==> src/rtl/input_port_pkg.sv <==
// Shared constants for the input port: debounce state encodings and a
// parameter sanity helper used at elaboration time.
package input_port_pkg;

  typedef enum logic [1:0] {
    LOW_STABLE  = 2'b00,
    QUAL_HIGH   = 2'b01,
    HIGH_STABLE = 2'b10,
    QUAL_LOW    = 2'b11
  } deb_state_t;

  // True when a counter of cnt_w bits can hold the terminal count cycles-1.
  function automatic bit cnt_fits(input int cnt_w, input int cycles);
    longint unsigned cap;
    if (cnt_w <= 0 || cnt_w > 62) return (cnt_w > 62);
    cap = longint'(1) << cnt_w;
    return (longint'(cycles) - 1) < longint'(cap);
  endfunction

endpackage

==> src/rtl/input_port_sync_2ff.sv <==
// Two-stage synchronizer for asynchronous pins, cleared by synchronous reset.
module sync_2ff #(
  parameter int Width = 1
) (
  input  logic             Clk,
  input  logic             Reset,
  input  logic [Width-1:0] D,
  output logic [Width-1:0] Q
);

  logic [Width-1:0] q_p0;
  logic [Width-1:0] q_p1;

  // Stage 0 catches the async level, stage 1 lets metastability settle.
  always_ff @(posedge Clk) begin
    if (Reset) begin
      q_p0 <= '0;
      q_p1 <= '0;
    end else begin
      q_p0 <= D;
      q_p1 <= q_p0;
    end
  end

  assign Q = q_p1;

endmodule

==> src/rtl/input_port.sv <==
// CPU-readable input register: synchronizes an external pin bank and a
// bouncing strobe, debounces the strobe, and captures the pins once per
// accepted rising edge with Ready/Overrun handshake flags.
module input_port
  import input_port_pkg::*;
#(
  parameter int DataWidth      = 16,
  parameter int PinWidth       = 8,
  parameter int DebounceCycles = 16,
  parameter int CntWidth       = 8
) (
  input  logic                 Clk,
  input  logic                 Reset,
  input  logic [PinWidth-1:0]  Pins,
  input  logic                 Strobe,
  input  logic                 Rd,
  output logic [DataWidth-1:0] InReg,
  output logic                 Ready,
  output logic                 Overrun
);

  if (PinWidth > DataWidth || PinWidth < 1 || DebounceCycles < 2 ||
      !cnt_fits(CntWidth, DebounceCycles)) begin : g_bad_params
    $error("input_port: invalid parameter combination");
  end

  localparam logic [CntWidth-1:0] CntLast = CntWidth'(DebounceCycles - 1);
  localparam logic [CntWidth-1:0] CntOne  = CntWidth'(1);

  logic [PinWidth-1:0] s_pins;
  logic [0:0]          s_strobe_vec;
  logic                s_strobe;
  deb_state_t          state;
  logic [CntWidth-1:0] cnt;
  logic                capture;

  sync_2ff #(.Width(PinWidth)) u_sync_pins (
    .Clk   (Clk),
    .Reset (Reset),
    .D     (Pins),
    .Q     (s_pins)
  );

  sync_2ff #(.Width(1)) u_sync_strobe (
    .Clk   (Clk),
    .Reset (Reset),
    .D     (Strobe),
    .Q     (s_strobe_vec)
  );

  assign s_strobe = s_strobe_vec[0];

  // A capture fires on the edge that accepts the final high sample, so the
  // register update below lands on that same edge.
  assign capture = (state == QUAL_HIGH) && s_strobe && (cnt == CntLast);

  // Debounce FSM: a level change is accepted only after DebounceCycles
  // consecutive synchronized samples; any reversal restarts qualification.
  always_ff @(posedge Clk) begin
    if (Reset) begin
      state <= LOW_STABLE;
      cnt   <= '0;
    end else begin
      unique case (state)
        LOW_STABLE: begin
          if (s_strobe) begin
            state <= QUAL_HIGH;
            cnt   <= CntOne;
          end else begin
            cnt   <= '0;
          end
        end
        QUAL_HIGH: begin
          if (!s_strobe) begin
            state <= LOW_STABLE;
            cnt   <= '0;
          end else if (cnt == CntLast) begin
            state <= HIGH_STABLE;
            cnt   <= '0;
          end else begin
            cnt   <= cnt + CntOne;
          end
        end
        HIGH_STABLE: begin
          if (!s_strobe) begin
            state <= QUAL_LOW;
            cnt   <= CntOne;
          end
        end
        QUAL_LOW: begin
          if (s_strobe) begin
            state <= HIGH_STABLE;
            cnt   <= '0;
          end else if (cnt == CntLast) begin
            state <= LOW_STABLE;
            cnt   <= '0;
          end else begin
            cnt   <= cnt + CntOne;
          end
        end
        default: begin
          state <= LOW_STABLE;
          cnt   <= '0;
        end
      endcase
    end
  end

  // Input register and handshake: a capture while unread data is pending
  // is dropped and flagged, unless the CPU reads on that same edge.
  always_ff @(posedge Clk) begin
    if (Reset) begin
      InReg   <= '0;
      Ready   <= 1'b0;
      Overrun <= 1'b0;
    end else if (capture) begin
      if (!Ready || Rd) begin
        InReg   <= DataWidth'(s_pins);
        Ready   <= 1'b1;
        Overrun <= 1'b0;
      end else begin
        Overrun <= 1'b1;
      end
    end else if (Rd && Ready) begin
      Ready   <= 1'b0;
      Overrun <= 1'b0;
    end
  end

endmodule

==> config.mk <==
export PLATFORM = sky130hd
export DESIGN_NAME = input_port
export DESIGN_NICKNAME = d
export VERILOG_FILES = /design/src/rtl/input_port_pkg.sv /design/src/rtl/input_port_sync_2ff.sv /design/src/rtl/input_port.sv
export SDC_FILE = /design/constraint.sdc
export NUM_CORES = 1
export LEC_CHECK = 0
export ABC_AREA = 1
export BUFFER_PORTS_ARGS = -buffer_cell sky130_fd_sc_hd__buf_2
export CAP_MARGIN = 40
export CORE_MARGIN = 10
export CORE_UTILIZATION = 48
export CTS_CLUSTER_DIAMETER = 80
export DETAILED_ROUTE_END_ITERATION = 12
export PLACE_DENSITY = 0.85
export SYNTH_ARGS = -nofsm -noshare
export SYNTH_HDL_FRONTEND = slang
export SYNTH_SLANG_ARGS = --single-unit
export TNS_END_PERCENT = 20
==> constraint.sdc <==
create_clock -name Clk -period 1.32 [get_ports Clk]
set_clock_uncertainty 0.05 [all_clocks]
set_input_delay 0 -clock Clk [delete_from_list [all_inputs] [get_ports Clk]]
set_output_delay 0 -clock Clk [all_outputs]
set_load 0.01 [all_outputs]
# Word level (Yosys, flattened, before mapping)
# Cells that the tools add are included.
[classes]
addsub = 1
eq_ne = 9
muxes = 18
n_reduce_logical = 10
[op_table]
columns = ["cell", "count"]
rows = [
  ["2-to-1 mux 8 bit", 4],
  ["case mux 8 bit (4 select lines)", 1],
  ["2-to-1 mux 2 bit", 6],
  ["adder 8 x 1 -> 8 bit, second input constant", 1],
  ["== test 8 x 4 -> 1 bit, second input constant", 1],
  ["case mux 2 bit (4 select lines)", 1],
  ["2-to-1 mux 1 bit", 6],
  ["== test 2 bit, second input constant", 2],
  ["!= test 2 x 1 -> 1 bit, second input constant", 2],
  ["AND reduction 2 bit", 2],
  ["AND reduction 4 bit", 1],
  ["logical AND 1 bit", 3],
  ["!= test 3 x 2 -> 1 bit, second input constant", 1],
  ["!= test 3 bit, second input constant", 1],
  ["== test 2 x 1 -> 1 bit, second input constant", 1],
  ["zero test 2 bit", 1],
  ["!= test 2 bit, second input constant", 1],
  ["nonzero test 2 bit", 1],
  ["zero test 1 bit", 1],
  ["logical OR 1 bit", 1],
]
[word_totals]
ff_bits = 38
inputBits = 12
word_cells = 47

# Logic depth before layout (Yosys ltp)
[logic_depth]
ltp_word = 5
depth_mapped = 8
ltp_nobuf = 8

# Modules after synthesis
# From an unflattened synthesis, not the netlist that was laid out.
[hier_totals]
hier_cells = 183
hier_area_um2 = 1516.5
[modules_own_cells]
columns = ["module", "instances", "cells_each", "area_each_um2", "seq_area_each_um2"]
rows = [
  ["input_port", 1, 127, 987.2, 400.4],
  ["sync_2ff (u_sync_pins)", 1, 50, 474.2, 320.3],
  ["sync_2ff (u_sync_strobe)", 1, 6, 55.1, 40.0],
]

# Least setup slack after synthesis
# Ideal clock, no wire load.
[synth_path]
path_type = "flip-flop to flip-flop"
startpoint = "reg cnt[0]"
endpoint = "reg InReg[7]"
arrival_ps = 1192
required_ps = 1155
setup_slack_ps = -38
path_stages_with_launch = 8
path_buffers = 1
period_less_slack_ps = 1358
path_cell_list = "dfxtp_1 -> ha_1 -> nand3_1 -> nor2_4 -> nand3_4 -> buf_6 -> o21ai_2 -> a21oi_2"
[synth_between]
elab_chain_cells = 3
[synth_lines]
columns = ["item", "line", "source"]
rows = [
  ["from (decl)", "input_port.sv:34", "logic [CntWidth-1:0] cnt;"],
  ["from (signal assigned)", "input_port.sv:68", "cnt <= CntOne;"],
  ["from (signal assigned)", "input_port.sv:81", "cnt <= cnt + CntOne;"],
  ["from (signal assigned)", "input_port.sv:87", "cnt <= CntOne;"],
  ["== test 8 x 4 -> 1 bit", "input_port.sv:55", "assign capture = (state == QUAL_HIGH) && s_strobe && (cnt == CntLast);"],
  ["logical AND 1 bit", "input_port.sv:55", ""],
  ["AND reduction 2 bit (no source line)", "n/a", ""],
  ["to (signal assigned)", "input_port.sv:118", "InReg <= DataWidth'(s_pins);"],
  ["to (decl)", "input_port.sv:17", "output logic [DataWidth-1:0] InReg,"],
]
# No other way between the ends.
# A chain may end at the register's enable or synchronous reset.

# Final worst setup path
[layout_path]
startpoint = "reg cnt[1]"
endpoint = "reg cnt[6]"
[layout_between]
elab_chain_cells = 4
word_cells_on_any_way = 6
[layout_lines]
columns = ["item", "line", "source"]
rows = [
  ["adder 8 x 1 -> 8 bit or == test 8 x 4 -> 1 bit (tied branches)", "n/a", ""],
  ["2-to-1 mux 8 bit (*)", "input_port.sv:77, input_port.sv:94", ""],
  ["2-to-1 mux 8 bit (on tied branches)", "input_port.sv:91, input_port.sv:74", ""],
  ["case mux 8 bit (4 select lines) (*)", "input_port.sv:64", "unique case (state)"],
]
# Every way passes the cells marked *; elsewhere a longest branch is shown, timed or not.

==> impl_summary.txt <==
----------------------------------------------------
[Routing]
  Number of nets still failing antenna checks after routing ... 0
  TritonRoute pass-1 iters ... 4
  Total number of vias ... 1,293
  Number of vias per cell ... 4.601
  Number of design-rule violations left by the first detailed-router iteration ... 56
  DRT Wirelength ... 3.532 mm
  Total DRC errors in the routed layout ... 0
  Wire length per cell after detailed routing ... 12.57 um

[Pwr]
  Internal power contribution ... 1.879 mW
  Power share of the combinational group ... 5.7%
  Switching power share of the total ... 20.39%
  Static Leak ... 0.8837 nW
  Ratio of total power to cell area ... 1152 nW/um^2
  Max IR drop VDD ... 564.3 uV
  Switch Pwr ... 0.4812 mW
  Total power draw ... 2.360 mW
  Clock network power share ... 43.7%
  Reg power frac ... 50.5%

[Layout]
  Net count of the finished layout ... 249
  Number of antenna repair diodes ... 0
  P&R area growth vs syn ... 34.04%
  Fraction of layout cells with a size suffix above 1 ... 34.18%
  Layout Cell Area excl Fill ... 2049 um^2

[Setup path]
  Required time of the critical path ... 1.53 ns
  Reg-to-reg startpoint ... cnt[1]
  Worst EP arrival ... 1.58 ns
  Reg-to-reg critical path endpoint ... cnt[6]
  Timing endpoint of the critical path ... cnt[6]
  Startpoint of the worst setup timing path ... cnt[1]
  Worst setup path class ... reg2reg
  Worst Setup End Kind ... flop
  Biggest fanout along the worst timing path ... 3
  Number of cells on the worst reg-to-reg path ... 7
  Reg-to-reg setup timing slack ... -0.04 ns
  Type of origin of the critical path ... flop

[Clocking]
  CTS tree ... built
  Source-to-sink clock delay at the later pin of the worst-skew pair ... 0.36 ns
  Clock buffers created by TritonCTS ... 5
  CTS sink count ... 38
  Clock input transition at the sequential cells of the worst setup and hold paths ... 0.11 ns
  Longest Clk Path Bufs ... 2
  CTS Root Buffer Type ... clkbuf_4
  Maximum level of the CTS H-tree ... 2

[STA]
  Hold Violations, Final ... 0
  Unrepaired setup endpoints after global routing ... true
  Final setup TNS ... -0.09841 ns
  Portion of the clock cycle consumed by the worst path in the final layout ... 103.3%
  Minimum clock period after layout ... 1.364 ns
  Top achievable clock speed ... 733.1 MHz
  Final number of setup-violating endpoints ... 6
  Fin Hold WS ... 0.3153 ns
  Max-slew violation total from the final report ... 0
  Worst Setup Slack, final ... -0.04413 ns

[Die]
  Initial cell density of the core ... 50.08%
  Number of rows created at floorplan ... 20
  Number of top-level pins ... 30
  Total Die Area ... 5843 um^2
  Horizontal extent of the die ... 76.44 um
  Vertical die dimension ... 76.44 um
  Core ar. ... 3053 um^2

[Place]
  Number of buffer cells added on primary ports ... 21
  Global placer's final weighted congestion ... 0.8531
  Post-DP HPWL ... 2.036 mm
  Cell area after placement ... 1682 um^2

[Logic synthesis]
  Most numerous cell types in the synthesized netlist ... dfxtp_1, inv_1, nor2_1
  Top flip-flop cell by instance count after synthesis ... dfxtp_1
  Fraction of registers with async set or reset after synthesis ... 0%
  Average size of a mapped cell ... 8.176 um^2
  Library cell with the highest instance count after synthesis ... dfxtp_1
  EDFF count, synth ... 0
  Yosys warnings ... 0
  Cell accounting for the most synthesized area ... dfxtp_1
  Area share of the largest cell type after synthesis ... 49.75%
  Dominant cells by area after synthesis ... dfxtp_1, inv_1, nor2_1, nand2_1, a21oi_1
  Post-Syn Instances ... 187
  Netlist area before placement ... 1529 um^2
  Post-synth cell types ... 28
  FF+latch count, synth ... 38
  Sequential cell area fraction in the yosys report ... 49.75%

[GRT]
  Total GRT Usage ... 11.72%
  Grt ovf ... 0
  First-pass GRT wire length ... 5.478 mm
  Antenna violations before repair ... 0
  Pin count of the biggest net entering global routing ... 23
  Vias in the first global route ... 1,222

[Hold path]
  Class of the most critical hold timing path ... in2reg

[Run status]
  Violations in the final reports ... setup timing
  Outcome ... finished with violations

[Job]
  # Max-Cap Violations ... 0

----------------------------------------------------
-- per-layer routing --
| layer | up-vias | wire length (um) | track usage, % |
|---|---|---|---|
| met3 | 13 | 189 | 4.481 |
| met5 | - | 0 | 0 |
| met4 | 0 | 142 | 8.550 |
| met1 | 579 | 1402 | 11.07 |
| met2 | 44 | 1798 | 20.32 |
| li1 | 657 | - | - |
-- cell families (layout without fill, tap and decap cells) --
family | Yosys count | count (layout) | synth area share (%)
compound gates | 25 | 25 | 9.002
flops | 38 | 38 | 49.75
xor+xnor | 3 | 3 | 1.719
other cells | 1 | 8 | 0.2453
buf+inv | 48 | 90 | 15.39
fa+ha+maj | 1 | 1 | 0.8182
simple gates | 71 | 72 | 23.08
-- worst min-delay path by stage --
| stage | to | cells after the start | startpoint | slack, ns |
|---|---|---|---|---|
| 3_5_place_dp | u_sync_pins.q_p0[6] | 3 | Pins[6] | 0.16 |
| 6_report | u_sync_pins.q_p0[4] | 4 | Pins[4] | 0.32 |
| 3_3_place_gp | u_sync_pins.q_p0[5] | 3 | Pins[5] | 0.15 |
| 2_1_floorplan | cnt[0] | 1 | Reset | 0.01 |
| 4_1_cts | u_sync_pins.q_p0[6] | 4 | Pins[6] | 0.30 |
| 5_1_grt | u_sync_strobe.q_p0 | 4 | Strobe | 0.33 |
-- metrics by stage --
step           utilization (%)  setup slack (ns)  std cells
5_1_grt                  67.13          -0.09581        281
4_1_cts                  64.63          -0.01931        278
3_3_place_gp             55.08          -0.01696        255
6_report                 67.13          -0.04413        281
2_1_floorplan                -          0.006116        194
3_5_place_dp             55.08          -0.07487        255
-- critical path: stages (launching register included) --
cell and delay, ns:
dfxtp_2 0.37, ha_4 0.16, nand2_2 0.08, nor2_4 0.15, nand2_1 0.12, nor2_2 0.14
xnor2_1 0.14, nor2_1 0.06
-- cell type report --
class	instances	area [um^2]
sequential	38	765.7
multi-input combinational	109	651.9
clock buffer	6	51.30
inverter	36	137.6
tap	44	55.05
clock inverter	2	60.06
timing repair buffer	46	327.8
fill	254	1003
-- sequential cells by signal (all words and copies together), names as in the netlist, named ones only --
signal / flops
InReg: 8
Overrun: 1
Ready: 1
cnt: 8
state: 1
u_sync_pins.Q: 8
u_sync_pins.q_p0: 8
u_sync_strobe.Q: 1
u_sync_strobe.q_p0: 1
-- power groups by stage --
stage / clock [mW] / sequential [mW] / combinational (mW)
after global routing: 1.09 / 1.20 / 0.156
after global placement: 0 / 1.22 / 0.0987
after floorplan: 0 / 1.21 / 0.0911
after detailed placement: 0 / 1.22 / 0.101
after CTS: 1.04 / 1.19 / 0.129
final: 1.03 / 1.19 / 0.135
-- what timing repair did --
action / in CTS / in global routing
hold buffers: 11 / 0
setup endpoints to repair: 14 / 19
gates resized for setup: 11 / 20
pin swaps: 4 / 7
endpoints found under the hold margin: 20 / 0
buffers inserted: 3 / 3
cloned: 1 / 0
-- cells in the final DEF, fill, tap and decap left out, types with 5 or more instances in the layout --
cell / n
dfxtp_1: 34
inv_1: 32
nor2_1: 23
buf_2: 21
nand2_1: 16
buf_4: 12
dlygate4sd3_1: 11
a21oi_1: 9
conb_1: 8
nand3_1: 7
o21ai_1: 7
a21oi_2: 6
nand2_2: 5
clkbuf_4: 5
(Power assumes the default switching activity.)
